===== src/rtl/spi_peripheral.sv =====
// spi_peripheral: SPI mode-0 responder (CPOL=0, CPHA=0), MSB first, active-low select.
// SPI_CLK, SPI_EN and SPI_MOSI are asynchronous and are oversampled on clk.
// Received bytes leave on rx_data with a one-clk rx_valid pulse. Transmit bytes come
// from a one-deep buffer loaded through tx_load/tx_ready.
//
// Ports:
//   clk, rst          system clock, asynchronous active-high reset
//   SPI_CLK, SPI_EN   serial clock (idles low) and active-low select from the initiator
//   SPI_MOSI          serial data in
//   SPI_MISO          serial data out (registered)
//   tx_data, tx_load  transmit byte and load strobe (honoured only while tx_ready=1)
//   tx_ready          transmit buffer empty
//   rx_data, rx_valid last complete received byte and its update pulse
//   busy              high in LOAD and SHIFT
//   tx_underrun       pulse when DEFAULT_TX is substituted for an empty buffer
//   rx_abort          (only with SPI_PERIPHERAL_ABORT_FLAG_EN) pulse when select rises
//                     mid-byte
//
// Optional feature macro: SPI_PERIPHERAL_ABORT_FLAG_EN.
module spi_peripheral #(
  parameter int unsigned          DATA_WIDTH  = 8,
  parameter int unsigned          SYNC_STAGES = 2,
  parameter logic [DATA_WIDTH-1:0] DEFAULT_TX = '0
) (
  input  logic                  clk,
  input  logic                  rst,
  input  logic                  SPI_CLK,
  input  logic                  SPI_EN,
  input  logic                  SPI_MOSI,
  output logic                  SPI_MISO,
  input  logic [DATA_WIDTH-1:0] tx_data,
  input  logic                  tx_load,
  output logic                  tx_ready,
  output logic [DATA_WIDTH-1:0] rx_data,
  output logic                  rx_valid,
  output logic                  busy,
  output logic                  tx_underrun
`ifdef SPI_PERIPHERAL_ABORT_FLAG_EN
  ,
  output logic                  rx_abort
`endif
);

  localparam int unsigned CNT_W = $clog2(DATA_WIDTH);
  localparam logic [CNT_W-1:0] LAST_BIT = CNT_W'(DATA_WIDTH - 1);

  typedef enum logic [1:0] {StIdle, StLoad, StShift} state_e;

  // Synchronizers plus one extra flop on clock and select for edge detection.
  logic [SYNC_STAGES-1:0] r_sclk_sync, r_ss_sync, r_mosi_sync;
  logic                   r_sclk_d, r_ss_d;

  state_e                 r_state, w_state_nxt;
  logic [CNT_W-1:0]       r_bit_cnt, w_bit_cnt_nxt;
  logic [DATA_WIDTH-1:0]  r_rx_shift, w_rx_shift_nxt;
  logic [DATA_WIDTH-1:0]  r_rx_data, w_rx_data_nxt;
  logic                   r_rx_valid, w_rx_valid_nxt;
  logic [DATA_WIDTH-1:0]  r_tx_shift, w_tx_shift_nxt;
  logic [DATA_WIDTH-1:0]  r_tx_next, w_tx_next_nxt;
  logic [DATA_WIDTH-1:0]  r_buf, w_buf_nxt;
  logic                   r_buf_full, w_buf_full_nxt;
  logic                   r_miso, w_miso_nxt;
  logic                   r_underrun, w_underrun_nxt;
  logic                   r_abort, w_abort_nxt;

  logic w_sclk, w_ss, w_mosi;
  logic w_sclk_rise, w_sclk_fall, w_ss_fall, w_ss_rise;

  assign w_sclk      = r_sclk_sync[SYNC_STAGES-1];
  assign w_ss        = r_ss_sync[SYNC_STAGES-1];
  assign w_mosi      = r_mosi_sync[SYNC_STAGES-1];
  assign w_sclk_rise = w_sclk & ~r_sclk_d;
  assign w_sclk_fall = ~w_sclk & r_sclk_d;
  assign w_ss_fall   = ~w_ss & r_ss_d;
  assign w_ss_rise   = w_ss & ~r_ss_d;

  always_comb begin
    w_state_nxt    = r_state;
    w_bit_cnt_nxt  = r_bit_cnt;
    w_rx_shift_nxt = r_rx_shift;
    w_rx_data_nxt  = r_rx_data;
    w_rx_valid_nxt = 1'b0;
    w_tx_shift_nxt = r_tx_shift;
    w_tx_next_nxt  = r_tx_next;
    w_buf_nxt      = r_buf;
    w_buf_full_nxt = r_buf_full;
    w_miso_nxt     = r_miso;
    w_underrun_nxt = 1'b0;
    w_abort_nxt    = 1'b0;

    // Loads only ever land in an empty buffer; consumption below only touches a full one,
    // so the two never collide.
    if (tx_load && !r_buf_full) begin
      w_buf_nxt      = tx_data;
      w_buf_full_nxt = 1'b1;
    end

    unique case (r_state)
      StIdle: begin
        w_miso_nxt    = 1'b0;
        w_bit_cnt_nxt = '0;
        if (w_ss_fall) w_state_nxt = StLoad;
      end
      StLoad: begin
        if (r_buf_full) begin
          w_tx_shift_nxt = r_buf;
          w_buf_full_nxt = 1'b0;
        end else begin
          w_tx_shift_nxt = DEFAULT_TX;
          w_underrun_nxt = 1'b1;
        end
        w_miso_nxt  = w_tx_shift_nxt[DATA_WIDTH-1];
        w_state_nxt = StShift;
      end
      StShift: begin
        if (w_ss_rise) begin
          w_abort_nxt   = (r_bit_cnt != '0);
          w_bit_cnt_nxt = '0;
          w_miso_nxt    = 1'b0;
          w_state_nxt   = StIdle;
        end else if (w_sclk_rise) begin
          w_rx_shift_nxt = {r_rx_shift[DATA_WIDTH-2:0], w_mosi};
          if (r_bit_cnt == LAST_BIT) begin
            w_rx_data_nxt  = w_rx_shift_nxt;
            w_rx_valid_nxt = 1'b1;
            w_bit_cnt_nxt  = '0;
            // Prefetch the next byte now so it is ready at the following falling edge.
            if (r_buf_full) begin
              w_tx_next_nxt  = r_buf;
              w_buf_full_nxt = 1'b0;
            end else begin
              w_tx_next_nxt  = DEFAULT_TX;
              w_underrun_nxt = 1'b1;
            end
          end else begin
            w_bit_cnt_nxt = r_bit_cnt + 1'b1;
          end
        end else if (w_sclk_fall) begin
          if (r_bit_cnt == '0) w_tx_shift_nxt = r_tx_next;
          else                 w_tx_shift_nxt = r_tx_shift << 1;
          w_miso_nxt = w_tx_shift_nxt[DATA_WIDTH-1];
        end
      end
      default: w_state_nxt = StIdle;
    endcase
  end

  always_ff @(posedge clk or posedge rst) begin
    if (rst) begin
      r_sclk_sync <= '0;
      r_ss_sync   <= '1;  // select idles high; avoids a false ss_fall out of reset
      r_mosi_sync <= '0;
      r_sclk_d    <= 1'b0;
      r_ss_d      <= 1'b1;
      r_state     <= StIdle;
      r_bit_cnt   <= '0;
      r_rx_shift  <= '0;
      r_rx_data   <= '0;
      r_rx_valid  <= 1'b0;
      r_tx_shift  <= '0;
      r_tx_next   <= '0;
      r_buf       <= '0;
      r_buf_full  <= 1'b0;
      r_miso      <= 1'b0;
      r_underrun  <= 1'b0;
      r_abort     <= 1'b0;
    end else begin
      r_sclk_sync <= {r_sclk_sync[SYNC_STAGES-2:0], SPI_CLK};
      r_ss_sync   <= {r_ss_sync[SYNC_STAGES-2:0], SPI_EN};
      r_mosi_sync <= {r_mosi_sync[SYNC_STAGES-2:0], SPI_MOSI};
      r_sclk_d    <= w_sclk;
      r_ss_d      <= w_ss;
      r_state     <= w_state_nxt;
      r_bit_cnt   <= w_bit_cnt_nxt;
      r_rx_shift  <= w_rx_shift_nxt;
      r_rx_data   <= w_rx_data_nxt;
      r_rx_valid  <= w_rx_valid_nxt;
      r_tx_shift  <= w_tx_shift_nxt;
      r_tx_next   <= w_tx_next_nxt;
      r_buf       <= w_buf_nxt;
      r_buf_full  <= w_buf_full_nxt;
      r_miso      <= w_miso_nxt;
      r_underrun  <= w_underrun_nxt;
      r_abort     <= w_abort_nxt;
    end
  end

  assign SPI_MISO    = r_miso;
  assign tx_ready    = ~r_buf_full;
  assign rx_data     = r_rx_data;
  assign rx_valid    = r_rx_valid;
  assign busy        = (r_state != StIdle);
  assign tx_underrun = r_underrun;

`ifdef SPI_PERIPHERAL_ABORT_FLAG_EN
  assign rx_abort = r_abort;
`else
  logic w_abort_unused;
  assign w_abort_unused = r_abort;
`endif

endmodule

===== config.mk =====
export PLATFORM = sky130hd
export DESIGN_NAME = spi_peripheral
export DESIGN_NICKNAME = d
export VERILOG_FILES = /design/src/rtl/spi_peripheral.sv
export SDC_FILE = /design/constraint.sdc
export NUM_CORES = 1
export LEC_CHECK = 0
export ABC_AREA = 1
export CAP_MARGIN = 0
export CORE_MARGIN = 10
export CORE_UTILIZATION = 56
export CTS_BUF_LIST = sky130_fd_sc_hd__clkbuf_4 sky130_fd_sc_hd__clkbuf_8 sky130_fd_sc_hd__clkbuf_16
export CTS_CLUSTER_DIAMETER = 120
export DETAILED_ROUTE_END_ITERATION = 8
export PLACE_DENSITY = 0.91
export SETUP_SLACK_MARGIN = 0.3
export SKIP_LAST_GASP = 1
export SLEW_MARGIN = 20
export SYNTH_ARGS = -nofsm -noshare
export SYNTH_HDL_FRONTEND = slang
export SYNTH_SLANG_ARGS = --single-unit

===== constraint.sdc =====
create_clock -name clk -period 2.01 [get_ports clk]
set_input_delay 0.201 -clock clk [delete_from_list [all_inputs] [get_ports clk]]
set_output_delay 0.201 -clock clk [all_outputs]
set_load 0.005 [all_outputs]

# [Word-level counts from Yosys, hierarchy flattened]
# Cells that the tools add are included.
# Widths: inputs -> output; s select.
[word_totals] register_bits=55 inputBits=14 output_inout_bits=13 elab_cells=84
[classes] eq_ne=11 n_mux=32 n_reduce_logical=14 n_addsub=1 bitwise=10
[op_table] cell="$mux 7" n=3
[op_table] cell="$mux 1" n=16
[op_table] cell="$mux 8" n=2
[op_table] cell="$pmux 7 s2" n=1
[op_table] cell="$ne 2x2->1 const B" n=5
[op_table] cell="$mux 3" n=3
[op_table] cell="$ne 3x3->1 const B" n=3
[op_table] cell="$reduce_and 4->1" n=2
[op_table] cell="$not 1->1" n=6
[op_table] cell="$pmux 2 s3" n=1
[op_table] cell="$pmux 3 s2" n=1
[op_table] cell="$reduce_and 3->1" n=2
[op_table] cell="$reduce_bool 2->1" n=3
[op_table] cell="$and 1x1->1" n=4
[op_table] cell="$mux 2" n=2
[op_table] cell="$pmux 1 s2" n=2
[op_table] cell="$reduce_and 2->1" n=2
[op_table] cell="$add 3x1->3 const B" n=1
[op_table] cell="$eq 3x3->1 const B" n=1
[op_table] cell="$logic_not 3->1" n=1
[op_table] cell="$pmux 1 s3" n=1
[op_table] cell="$reduce_bool 3->1" n=1
[op_table] cell="$eq 2x1->1 const B" n=1
[op_table] cell="$eq 2x2->1 const B" n=1
[op_table] cell="other kinds (3)" n=3

# [Longest topological paths before layout]
[depth] word_depth=8 ltp_mapped=9

# [Worst setup path before layout]
# Ideal clock, no wire load.
[synth_path] path_type="register to register" from="register r_state[0]" to="register r_rx_data[3], in the netlist rx_data[3]" setup_time_ns=0.117 n_path_buf=1 synth_period_minus_slack_ns=1.417 path_slack_ns=0.593 path_stages_with_launch=9 t_arrival_ns=1.299 t_required_ns=1.893 path_cell_list="dfrtp_1 inv_1 ha_1 nand2_4 nor2_8 nand2_4 buf_6 nand2_1 o21ai_2"
[synth_via] elab_chain_cells=2
[synth_lines] element="start, declared" line_no="53" rtl="state_e r_state, w_state_nxt;"
[synth_lines] element="start signal, assigned" line_no="155" rtl="r_state <= StIdle;"
[synth_lines] element="start signal, assigned" line_no="173" rtl="r_state <= w_state_nxt;"
[synth_lines] element="$eq 2x2->1" line_no="98" rtl="unique case (r_state)"
[synth_lines] element="$reduce_and 4->1 (no line)"
[synth_lines] element="end signal, assigned" line_no="176" rtl="r_rx_data <= w_rx_data_nxt;"
[synth_lines] element="end, declared" line_no="56" rtl="logic [DATA_WIDTH-1:0] r_rx_data, w_rx_data_nxt;"
# Every way passes these cells.
# A chain may end at the register's enable or synchronous reset.

# [Worst setup path after layout]
[layout_path] from="register r_state[0]" to="register r_miso, in the netlist SPI_MISO"
[layout_via] elab_chain_cells=3
[layout_lines] element="$eq 2x2->1 (tied with other cells)" line_no="98"
[layout_lines] element="$ne 3x3->1 (no line) or $reduce_bool 3->1 (tied branches)"
[layout_lines] element="$reduce_and 3->1 (no line)"
[layout_lines] element="end signal, assigned" line_no="182" rtl="r_miso <= w_miso_nxt;"
[layout_lines] element="end, declared" line_no="62" rtl="logic r_miso, w_miso_nxt;"
# Several ways; a longest one is shown, not always the timed one.

==> impl_metrics.py <==
metrics = {
    "detailed_routing": {
        "first_pass_iters": 4,
        "ant_nets": 0,
        "drtIter0Drc": 97,
        "routedWlPerCell_um": 13.9,
        "wirelength_um": 5080,
        "via_per_inst": 5.25,
        "num_vias": 1911,
        "remaining_drc_errors": 0,
    },
    "pwr": {
        "power.density_mw_per_mm2": 1080,
        "leakagePower_nw": 1.52,
        "vdd_drop_max_uv": 727,
    },
    "placement": {
        "place.gp.congestion": 0.851,
        "io_buffers": 26,
        "dp_hpwl_um": 3520,
        "dp_slack_ns": 0.320,
    },
    "worst_setup_path": {
        "cp_slowest_cell": "dfrtp_1",
        "cp-startpoint": "r_state[0]",
        "crit_arrival_ns": 1.84,
        "critPathTopFamily": "buffers and inverters",
        "worst_r2r_endpoint": "SPI_MISO",
        "worstPathCellList": "inv_1, ha_2, buf_6, clkinvlp_4, buf_4, nand3_1, nand2_1, nor2_1, nand2_1, nand2_1",
        "critPathMaxFanout": 14,
        "required_ns": 2.25,
        "regToRegSetupSlack_ns": 0.41,
        "reg2reg_depth": 10,
        "crit_end": "SPI_MISO",
        "cpPeakStageDelay_ns": 0.39,
        "startpoint_type": "flop",
        "worstSetupPathType": "reg2reg",
        "crit_buf_inv": 4,
        "reg2reg_from": "r_state[0]",
        "path_depth": 10,
        "crit_top_cell": "nand2_1",
        "cp-end-kind": "flop",
    },
    "die": {
        "die_x_um": 87.0,
        "floorplan.initialDensity_pct": 57.8,
        "core_area_mm2": 0.00435,
        "rows": 24,
        "die_h_um": 87.0,
        "die-area_mm2": 0.00757,
        "ios": 27,
    },
    "sta": {
        "hold_viol_final": 0,
        "fin_skew_ns": 0.0112,
        "drv_slew": 0,
        "fin_tns_setup_ns": 0,
        "setup_viol": 0,
        "fmax_mhz": 627,
        "fin_crit_sh_pct": 79.4,
        "period_needed_ns": 1.60,
        "fin_ws_ns": 0.415,
        "grt_setup_unrepaired": "false",
        "relSlewSlack_pct": 73.5,
        "worst_pin_slew_ns": 0.396,
    },
    "layout": {
        "diodes": 0,
        "fin_nets": 332,
        "drive_above_1_share_pct": 20.2,
        "area_delta_synth_final_pct": 20.2,
        "fillers": 337,
    },
    "clocking": {
        "cts_tree": "yes",
        "clk_pin_slew_ns": 0.09,
        "postCtsHoldBufs": 0,
        "cts_root_buffer": "clkbuf_8",
        "h-tree-depth": 2,
        "cts_sinks": 55,
        "cts_buffers": 5,
        "cts_buffer_depth": 2,
        "clock_latency_ns": 0.31,
    },
    "synth": {
        "synth_xor_area_share_pct": 0,
        "synth_top_family_by_area": "simple AND/OR/NAND/NOR gates",
        "synth_compound_area_share_pct": 9.50,
        "yosysMostFrequentCell": "nand2_1",
        "synth_ff_type": "dfrtp_1",
        "synthMuxAreaShare_pct": 3.58,
        "ys_top_cells_by_count": "nand2_1 (89), dfrtp_1 (52), inv_1 (40)",
        "synth-seq-cells": 55,
        "synth_edf_count": 0,
        "yosysTopAreaCell": "dfrtp_1",
        "syn-cell-area_mm2": 0.00252,
        "async_flop_share_pct": 100,
        "synth_top_area_share_pct": 51.7,
        "yosysWarnings": 0,
        "postSynthAreaPerCell_um2": 9.28,
        "synth_fa_ha_area_share_pct": 2.98,
        "ys_seq_area_share_pct": 54.8,
        "netlist_instances": 271,
        "yosys.area_share.simple_pct": 20.9,
        "synth_area_leaders": "dfrtp_1 (52%), nand2_1 (13%), inv_1 (6.0%)",
        "yosysUniqueCellTypes": 26,
        "synth_nets": 291,
    },
    "flow_run": {
        "cap_violations": 0,
    },
    "grt": {
        "grt_pass1_vias": 1900,
        "overflow": 0,
        "antenna_found_initial": 0,
        "grt_usage_pct": 14.1,
        "grt_pass1_wl_um": 8600,
        "grt_max_degree": 33,
    },
    "hold_path": {
        "holdCritPathClass": "in2async",
    },
    "run_status": {
        "status": "finished clean",
    },
}
## final cells by class
| class | count | area, um^2 | share of cell area [%] |
|---|---|---|---|
| Clock buffer | 6 | 82.6 | 2.73 |
| Clock inverter | 1 | 5.00 | 0.165 |
| Inverter | 40 | 154 | 5.09 |
| Multi-Input combinational cell | 169 | 951 | 31.4 |
| Sequential cell | 55 | 1380 | 45.6 |
| Tap cell | 52 | 65.1 | 2.15 |
| Timing Repair Buffer | 41 | 388 | 12.8 |
## repair_timing
action,in CTS,in global routing
pin swaps,0,1
gates resized for setup,3,7
endpoints found under the setup margin,1,26
buffers inserted,2,9
## report_power, final
group	internal [mW]	total (mW)	switching, mW
combinational	0.502	1.18	0.675
clock	0.271	0.606	0.335
sequential	1.33	1.48	0.146
## how the worst min path moves through the flow
stage                     slack, ns             end  cells after the start           start
after floorplan                0.21    r_ss_sync[0]                      0          SPI_EN
after global placement         0.33  r_sclk_sync[1]                      0  r_sclk_sync[0]
after detailed placement       0.34  r_sclk_sync[1]                      0  r_sclk_sync[0]
after CTS                      0.20    r_tx_next[6]                      2             rst
after global routing           0.22      rx_data[5]                      2             rst
final                          0.19      rx_data[5]                      2             rst
## cell usage in the layout (no fill, tap or decap), drive strengths merged
cell type / Yosys / final
inv: 40 / 39
nand3: 20 / 20
clkinvlp: 0 / 1
o21ai: 24 / 24
dlygate4sd2: 0 / 1
dfstp: 3 / 3
buf: 6 / 15
nand2: 92 / 92
o22ai: 3 / 3
clkbuf: 1 / 6
clkdlybuf4s50: 0 / 25
o21bai: 1 / 1
ha: 6 / 6
dfrtp: 52 / 52
nand3b: 1 / 1
nor2: 7 / 7
or2: 1 / 1
mux2: 8 / 8
clkinv: 0 / 1
nor3: 1 / 1
a21oi: 5 / 5
## stage by stage
step                      power (mW)  cells  hold slack, ns  instance area [um^2]  utilization, %
after floorplan                 2.24    271           0.205                  2520               -
after global placement          2.52    346           0.334                  2830            65.0
after detailed placement        2.57    346           0.337                  2830            65.0
after CTS                       3.21    355           0.195                  2930            67.4
after global routing            3.51    364           0.221                  3030            69.5
final                           3.26    364           0.188                  3030            69.5
## registers in the layout (all words and copies together) (netlist names)
signal,flops
rx_data,8
r_bit_cnt,3
r_buf_full,1
SPI_MISO,1
rx_valid,1
r_sclk_sync,2
r_rx_shift,7
r_mosi_sync,2
r_buf,8
r_tx_shift,7
r_ss_d,1
r_state,2
r_tx_next,8
r_ss_sync,2
tx_underrun,1
r_sclk_d,1
## logic make-up after synthesis
| kind of cell | count (synthesis) |
|---|---|
| AND/OR/NAND/NOR | 122 |
| flip-flops | 55 |
| buffers and inverters | 47 |
| AO/OA/AOI/OAI | 33 |
| multiplexers | 8 |
| adder cells (fa/ha/maj) | 6 |
## metal layers
layer | up-vias | wire length, um | global-route usage (%)
met5 | - | 0 | 0
met4 | 0 | 131 | 6.48
met3 | 12 | 322 | 4.96
met2 | 56 | 2480 | 22.4
met1 | 920 | 2140 | 16.7
li1 | 923 | - | -
Note: power is estimated with default switching activity, not from simulation.
